**config.mk**
```make
export PLATFORM = sky130hd
export DESIGN_NAME = picorv32_mem_arb_flat
export DESIGN_NICKNAME = d
export VERILOG_FILES = /design/src/rtl/picorv32_mem_arb_if.sv /design/src/rtl/picorv32_mem_arb.sv /design/src/flat_wrapper.sv
export SDC_FILE = /design/constraint.sdc
export NUM_CORES = 1
export LEC_CHECK = 0
export CAP_MARGIN = 0
export CORE_AREA = 2 2 121 123
export DETAILED_ROUTE_END_ITERATION = 10
export DIE_AREA = 0 0 123 125
export GPL_TIMING_DRIVEN = 0
export PLACE_DENSITY_LB_ADDON = 0.3
export REMOVE_ABC_BUFFERS = 1
export SLEW_MARGIN = 20
export SYNTH_ARGS = -nofsm -noshare
export SYNTH_HDL_FRONTEND = slang
export SYNTH_SLANG_ARGS = --single-unit
```
**constraint.sdc**
```tcl
create_clock -name clk -period 1.5 [get_ports clk]
set_clock_uncertainty 0.15 [all_clocks]
set_input_delay 0.375 -clock clk [delete_from_list [all_inputs] [get_ports clk]]
set_output_delay 0.375 -clock clk [all_outputs]
set_load 0.01 [all_outputs]
```
**src/rtl/picorv32_mem_arb_if.sv**
```systemverilog
// PicoRV32-style native memory bus. The master modport is the side that issues
// requests; the slave modport is the side that answers them.
interface picorv32_mem_arb_if;
    logic        mem_valid;
    logic        mem_instr;
    logic [31:0] mem_addr;
    logic [31:0] mem_wdata;
    logic [3:0]  mem_wstrb;
    logic        mem_ready;
    logic [31:0] mem_rdata;

    modport master (
        output mem_valid, mem_instr, mem_addr, mem_wdata, mem_wstrb,
        input  mem_ready, mem_rdata
    );

    modport slave (
        input  mem_valid, mem_instr, mem_addr, mem_wdata, mem_wstrb,
        output mem_ready, mem_rdata
    );
endinterface

```
**src/rtl/picorv32_mem_arb.sv**
```systemverilog
// Two-master arbiter onto one PicoRV32 memory slave: round-robin or fixed
// priority, registered slave request, optional abort of stalled transfers.
module picorv32_mem_arb #(
    parameter int PRIO_MODE = 0,
    parameter int TIMEOUT   = 0
) (
    input  logic                  clk,
    input  logic                  resetn,
    picorv32_mem_arb_if.slave     m0,
    picorv32_mem_arb_if.slave     m1,
    picorv32_mem_arb_if.master    s,
    output logic                  grant,
    output logic                  timeout
);
    localparam logic [0:0] S_IDLE = 1'b0;
    localparam logic [0:0] S_BUSY = 1'b1;
    localparam int         CW     = (TIMEOUT > 1) ? $clog2(TIMEOUT + 1) : 1;

    logic [0:0]    r_state;
    logic          r_grant;
    logic          r_last;
    logic          r_instr;
    logic [31:0]   r_addr;
    logic [31:0]   r_wdata;
    logic [3:0]    r_wstrb;
    logic [CW-1:0] r_cnt;

    logic w_busy, w_req_any, w_win, w_expire, w_done, w_abort;

    assign w_busy    = (r_state == S_BUSY);
    assign w_req_any = m0.mem_valid | m1.mem_valid;

    // r_last starts at 1 so m0 takes the first contested round.
    always_comb begin
        if (m0.mem_valid && m1.mem_valid)
            w_win = (PRIO_MODE != 0) ? 1'b0 : ~r_last;
        else
            w_win = ~m0.mem_valid;
    end

    // Counter holds the number of stalled BUSY cycles already elapsed, so the
    // limit hits in the TIMEOUT-th BUSY cycle; slave ready always wins over it.
    assign w_expire = (TIMEOUT > 0) && (r_cnt == CW'(TIMEOUT - 1));
    assign w_done   = w_busy & (s.mem_ready | w_expire);
    assign w_abort  = w_busy & ~s.mem_ready & w_expire;

    assign m0.mem_ready = w_done & ~r_grant;
    assign m1.mem_ready = w_done &  r_grant;
    assign m0.mem_rdata = (w_busy & s.mem_ready & ~r_grant) ? s.mem_rdata : 32'h0;
    assign m1.mem_rdata = (w_busy & s.mem_ready &  r_grant) ? s.mem_rdata : 32'h0;

    assign s.mem_valid = w_busy;
    assign s.mem_instr = r_instr;
    assign s.mem_addr  = r_addr;
    assign s.mem_wdata = r_wdata;
    assign s.mem_wstrb = r_wstrb;
    assign grant       = r_grant;
    assign timeout     = w_abort;

    always_ff @(posedge clk or negedge resetn) begin
        if (!resetn) begin
            r_state <= S_IDLE;
            r_grant <= 1'b0;
            r_last  <= 1'b1;
            r_instr <= 1'b0;
            r_addr  <= 32'h0;
            r_wdata <= 32'h0;
            r_wstrb <= 4'h0;
            r_cnt   <= '0;
        end else begin
            case (r_state)
                S_IDLE: begin
                    if (w_req_any) begin
                        r_state <= S_BUSY;
                        r_grant <= w_win;
                        r_last  <= w_win;
                        r_cnt   <= '0;
                        r_instr <= w_win ? m1.mem_instr : m0.mem_instr;
                        r_addr  <= w_win ? m1.mem_addr  : m0.mem_addr;
                        r_wdata <= w_win ? m1.mem_wdata : m0.mem_wdata;
                        r_wstrb <= w_win ? m1.mem_wstrb : m0.mem_wstrb;
                    end
                end
                S_BUSY: begin
                    if (w_done)
                        r_state <= S_IDLE;
                    else
                        r_cnt <= r_cnt + CW'(1);
                end
                default: r_state <= S_IDLE;
            endcase
        end
    end
endmodule

```
**src/flat_wrapper.sv**
```systemverilog
// flat-port wrapper written by rule: the top's interface ports become plain ports
module picorv32_mem_arb_flat 
#(
    parameter int PRIO_MODE = 0,
    parameter int TIMEOUT   = 0
)
  (clk, resetn, grant, timeout, m0_mem_valid, m0_mem_instr, m0_mem_addr, m0_mem_wdata, m0_mem_wstrb, m0_mem_ready, m0_mem_rdata, m1_mem_valid, m1_mem_instr, m1_mem_addr, m1_mem_wdata, m1_mem_wstrb, m1_mem_ready, m1_mem_rdata, s_mem_valid, s_mem_instr, s_mem_addr, s_mem_wdata, s_mem_wstrb, s_mem_ready, s_mem_rdata);
  picorv32_mem_arb_if m0_i ();
  picorv32_mem_arb_if m1_i ();
  picorv32_mem_arb_if s_i ();
  input  logic clk;
  input  logic resetn;
  output logic grant;
  output logic timeout;
  input wire logic [$bits(m0_i.mem_valid)-1:0] m0_mem_valid;
  input wire logic [$bits(m0_i.mem_instr)-1:0] m0_mem_instr;
  input wire logic [$bits(m0_i.mem_addr)-1:0] m0_mem_addr;
  input wire logic [$bits(m0_i.mem_wdata)-1:0] m0_mem_wdata;
  input wire logic [$bits(m0_i.mem_wstrb)-1:0] m0_mem_wstrb;
  output wire logic [$bits(m0_i.mem_ready)-1:0] m0_mem_ready;
  output wire logic [$bits(m0_i.mem_rdata)-1:0] m0_mem_rdata;
  input wire logic [$bits(m1_i.mem_valid)-1:0] m1_mem_valid;
  input wire logic [$bits(m1_i.mem_instr)-1:0] m1_mem_instr;
  input wire logic [$bits(m1_i.mem_addr)-1:0] m1_mem_addr;
  input wire logic [$bits(m1_i.mem_wdata)-1:0] m1_mem_wdata;
  input wire logic [$bits(m1_i.mem_wstrb)-1:0] m1_mem_wstrb;
  output wire logic [$bits(m1_i.mem_ready)-1:0] m1_mem_ready;
  output wire logic [$bits(m1_i.mem_rdata)-1:0] m1_mem_rdata;
  output wire logic [$bits(s_i.mem_valid)-1:0] s_mem_valid;
  output wire logic [$bits(s_i.mem_instr)-1:0] s_mem_instr;
  output wire logic [$bits(s_i.mem_addr)-1:0] s_mem_addr;
  output wire logic [$bits(s_i.mem_wdata)-1:0] s_mem_wdata;
  output wire logic [$bits(s_i.mem_wstrb)-1:0] s_mem_wstrb;
  input wire logic [$bits(s_i.mem_ready)-1:0] s_mem_ready;
  input wire logic [$bits(s_i.mem_rdata)-1:0] s_mem_rdata;
  assign m0_i.mem_valid = m0_mem_valid;
  assign m0_i.mem_instr = m0_mem_instr;
  assign m0_i.mem_addr = m0_mem_addr;
  assign m0_i.mem_wdata = m0_mem_wdata;
  assign m0_i.mem_wstrb = m0_mem_wstrb;
  assign m0_mem_ready = m0_i.mem_ready;
  assign m0_mem_rdata = m0_i.mem_rdata;
  assign m1_i.mem_valid = m1_mem_valid;
  assign m1_i.mem_instr = m1_mem_instr;
  assign m1_i.mem_addr = m1_mem_addr;
  assign m1_i.mem_wdata = m1_mem_wdata;
  assign m1_i.mem_wstrb = m1_mem_wstrb;
  assign m1_mem_ready = m1_i.mem_ready;
  assign m1_mem_rdata = m1_i.mem_rdata;
  assign s_mem_valid = s_i.mem_valid;
  assign s_mem_instr = s_i.mem_instr;
  assign s_mem_addr = s_i.mem_addr;
  assign s_mem_wdata = s_i.mem_wdata;
  assign s_mem_wstrb = s_i.mem_wstrb;
  assign s_i.mem_ready = s_mem_ready;
  assign s_i.mem_rdata = s_mem_rdata;
  picorv32_mem_arb #(.PRIO_MODE(PRIO_MODE), .TIMEOUT(TIMEOUT)) u_core (.clk(clk), .resetn(resetn), .m0(m0_i), .m1(m1_i), .s(s_i), .grant(grant), .timeout(timeout));
endmodule
```
==> flow_metrics.py <==
metrics = {
    "status": {
        "status": "finished, violations left",
        "violations": "negative setup slack",
    },
    "pwr": {
        "p_int_mw": 7.76,
        "clkPwrFrac_pct": 18.4,
        "power_frac_comb_pct": 54.2,
        "power.share.sequential_pct": 27.4,
        "power_mw": 12.1,
        "power_density_mw_per_mm2": 1410,
        "ir_drop_uv": 671,
        "leakage_nw": 3.66,
        "switchingPower_mw": 4.38,
        "sw_frac_of_total_pct": 36.0,
    },
    "timing": {
        "hold_violations": 0,
        "worstMarginPinSlew_ns": 0.647,
        "finalCritPeriodShare_pct": 138,
        "fmax_ghz": 0.484,
        "finalSetupViolCount": 140,
        "fin_tns_setup_ns": -63.70,
        "finalWorstSetupSlack_ns": -0.567,
        "slew-limit-headroom_pct": 56.9,
        "finalCriticalPeriod_ns": 2.07,
        "slew_violations": 0,
        "grt_setup_unrepaired": "true",
        "timing.hold.ws_ns": 0.237,
    },
    "clock_tree": {
        "cts_buffers": 9,
        "clockBufferDepth": 2,
        "htreeDepth": 3,
        "cts_tree": "built",
        "cts.sinks": 72,
        "clkTransAtPathRegs_ns": 0.05,
        "clock_latency_ns": 0.33,
        "root_buffer": "clkbuf_16",
    },
    "routing": {
        "drt-initial-drc-count": 295,
        "vias": 5273,
        "drc_errors": 0,
        "avgViaCountPerCell": 5.20,
        "routed_wirelength_um": 21000,
        "wl_per_cell_um": 20.6,
        "ant_nets": 0,
        "firstDrtPassIters": 5,
    },
    "final_layout": {
        "syn2layout_area_growth_pct": 120,
        "final_nets": 1001,
        "drive_gt1_share_pct": 38.2,
        "utilization_pct": 60.7,
        "n_fill_cell": 1181,
    },
    "floorplan": {
        "design.core.area_mm2": 0.0142,
        "design.die.area_mm2": 0.0154,
        "die_h_um": 125,
        "num_rows": 44,
        "start_util_pct": 27.7,
        "die_w_um": 123,
        "io_pins": 313,
    },
    "worst_setup_path": {
        "cp_max_fo": 6,
        "end_kind": "primary output",
        "r2r_cells": 10,
        "r2r-start": "u_core.s.mem_valid",
        "crit_type": "reg -> out",
        "r2r_slack_ns": -0.53,
        "r2r_end": "u_core.s.mem_wdata[10]",
        "crit_required_ns": 0.97,
        "crit_arrival_ns": 1.54,
        "cp-start-kind": "flip-flop",
    },
    "grt": {
        "grt_pass1_wl_um": 30200,
        "globalRoute.totalOverflow": 0,
        "globalRouteTotalUtil_pct": 25.7,
        "antenna_found_initial": 1,
        "grt_max_degree": 74,
        "grt_pass1_vias": 5311,
    },
    "job": {
        "max-cap-violations": 0,
    },
    "min_path": {
        "hold_depth": 2,
        "whs_endpoint": "u_core.s.mem_valid",
        "hp-start": "s_mem_ready",
        "min_path_type": "in -> reg",
    },
    "synth": {
        "ys_ff_latch": 72,
        "synthCells": 479,
        "synthTopCellsByArea": "dfrtp_1 (45%), a31oi_1 (11%), and2_1 (10%)",
        "yosysTopAreaCell": "dfrtp_1",
        "ys_warn_count": 0,
        "synth.yosys.seq_area_share_pct": 45.9,
        "synth_area_mm2": 0.00393,
        "synth.distinct_cells": 20,
        "syn_avg_cell_area_um2": 8.20,
        "synth_top_area_share_pct": 45.2,
    },
    "placement": {
        "routabilityCongestion": 0.757,
        "pre_cts_ws_ns": -1.49,
        "io_buffers": 311,
        "dp_hpwl_um": 11400,
    },
}
[flip-flops by register name, summed over array words and instances, names as in the netlist]
| register | count |
|---|---|
| u_core.s.mem_wstrb | 4 |
| u_core.s.mem_wdata | 32 |
| u_core.grant | 1 |
| u_core.s.mem_addr | 32 |
| u_core.s.mem_instr | 1 |
| u_core.s.mem_valid | 1 |
| u_core.r_last | 1 |
[Yosys cell counts]
master / instances
buf_6: 4
buf_4: 5
nand2b_1: 1
inv_2: 1
o21ba_1: 1
dfstp_2: 1
and2_1: 64
o21ai_0: 69
buf_2: 15
clkbuf_1: 29
conb_1: 1
and2b_1: 1
inv_1: 1
dfrtp_1: 71
and3_1: 1
a31oi_1: 71
nor2_1: 72
nand2_1: 1
o21bai_1: 1
nand3_1: 69
[critical path, stage by stage (launching register included)]
cell and delay (ns):
dfrtp_2 0.46, nand2_4 0.10, nor2_4 0.17, buf_12 0.14
buf_4 0.11, and2_1 0.11, buf_2 0.12
[layout make-up]
cell class	instances	area, um2	area share [%]
diodes	1	2.50	0.0290
multi-input cells	359	2200	25.5
flip-flops and latches	72	1810	20.9
well taps	184	230	2.67
inverters	2	10.0	0.116
repair buffers	382	4070	47.2
clock buffers	12	267	3.09
clock inverters	3	40.0	0.464
[worst max path at each step]
stage,end,slack (ns),start,cells past startpoint
floorplan,u_core.s.mem_addr[0],-1.98,u_core.s.mem_valid,2
global placement,u_core.s.mem_wdata[20],-5.43,m0_mem_valid,3
detailed placement,m0_mem_rdata[23],-1.49,s_mem_ready,5
CTS,m1_mem_rdata[15],-0.56,u_core.s.mem_valid,5
global route,m0_mem_rdata[11],-0.61,u_core.grant,5
finish,m0_mem_rdata[28],-0.57,u_core.s.mem_valid,6
[placed cells by master (no fill, tap or decap), drive strengths merged]
cell type,synthesis,routed
buf,24,159
conb,1,1
diode,0,1
and2b,1,2
nand3,69,69
dlygate4sd3,0,1
o21ai,69,69
clkbuf,29,47
nand2b,1,2
nor2,72,73
dlygate4sd2,0,1
a31oi,71,71
and2,64,64
dfrtp,71,71
inv,2,2
clkdlybuf4s15,0,16
and3,1,5
o21bai,1,1
clkinv,0,2
o21ba,1,1
clkdlybuf4s50,0,170
nand2,1,1
dfstp,1,1
bufinv,0,1
[routing by layer]
layer,share of wire (%),track usage (%),vias up
met5,0,0,-
met4,4.1,10.8,0
met3,8.9,6.89,49
met2,51,45.7,283
met1,36,28.6,2540
li1,-,-,2401
[power groups by stage]
stage	clock (mW)	sequential, mW	combinational (mW)
4_1_cts	2.25	3.33	6.48
5_1_grt	2.34	3.42	6.99
3_5_place_dp	0	3.23	5.03
6_report	2.23	3.33	6.58
3_3_place_gp	0	3.19	4.90
2_1_floorplan	0	3.58	1.53
[cells by family after synthesis]
kind of cell | after synthesis | share of synthesized area [%]
AND/OR/NAND/NOR | 209 | 26.5
AO/OA/AOI/OAI | 142 | 20.5
other | 1 | 0.0955
buffers and inverters | 55 | 6.98
flip-flops | 72 | 45.9
[stage by stage]
stage | instances | instance area, um2
final | 1015 | 8620
after global routing | 1015 | 8620
after CTS | 1008 | 8520
after detailed placement | 926 | 7140
after global placement | 921 | 7000
after floorplan | 426 | 3660
[repair_timing]
item | CTS | global route
cloned | 23 | 1
hold buffers | 1 | 0
resized for setup | 584 | 121
buffers inserted | 43 | 10
hold endpoints to repair | 30 | 0
setup endpoints to repair | 209 | 186
pin swaps | 30 | 15
Power figures use the tool's default switching activity.
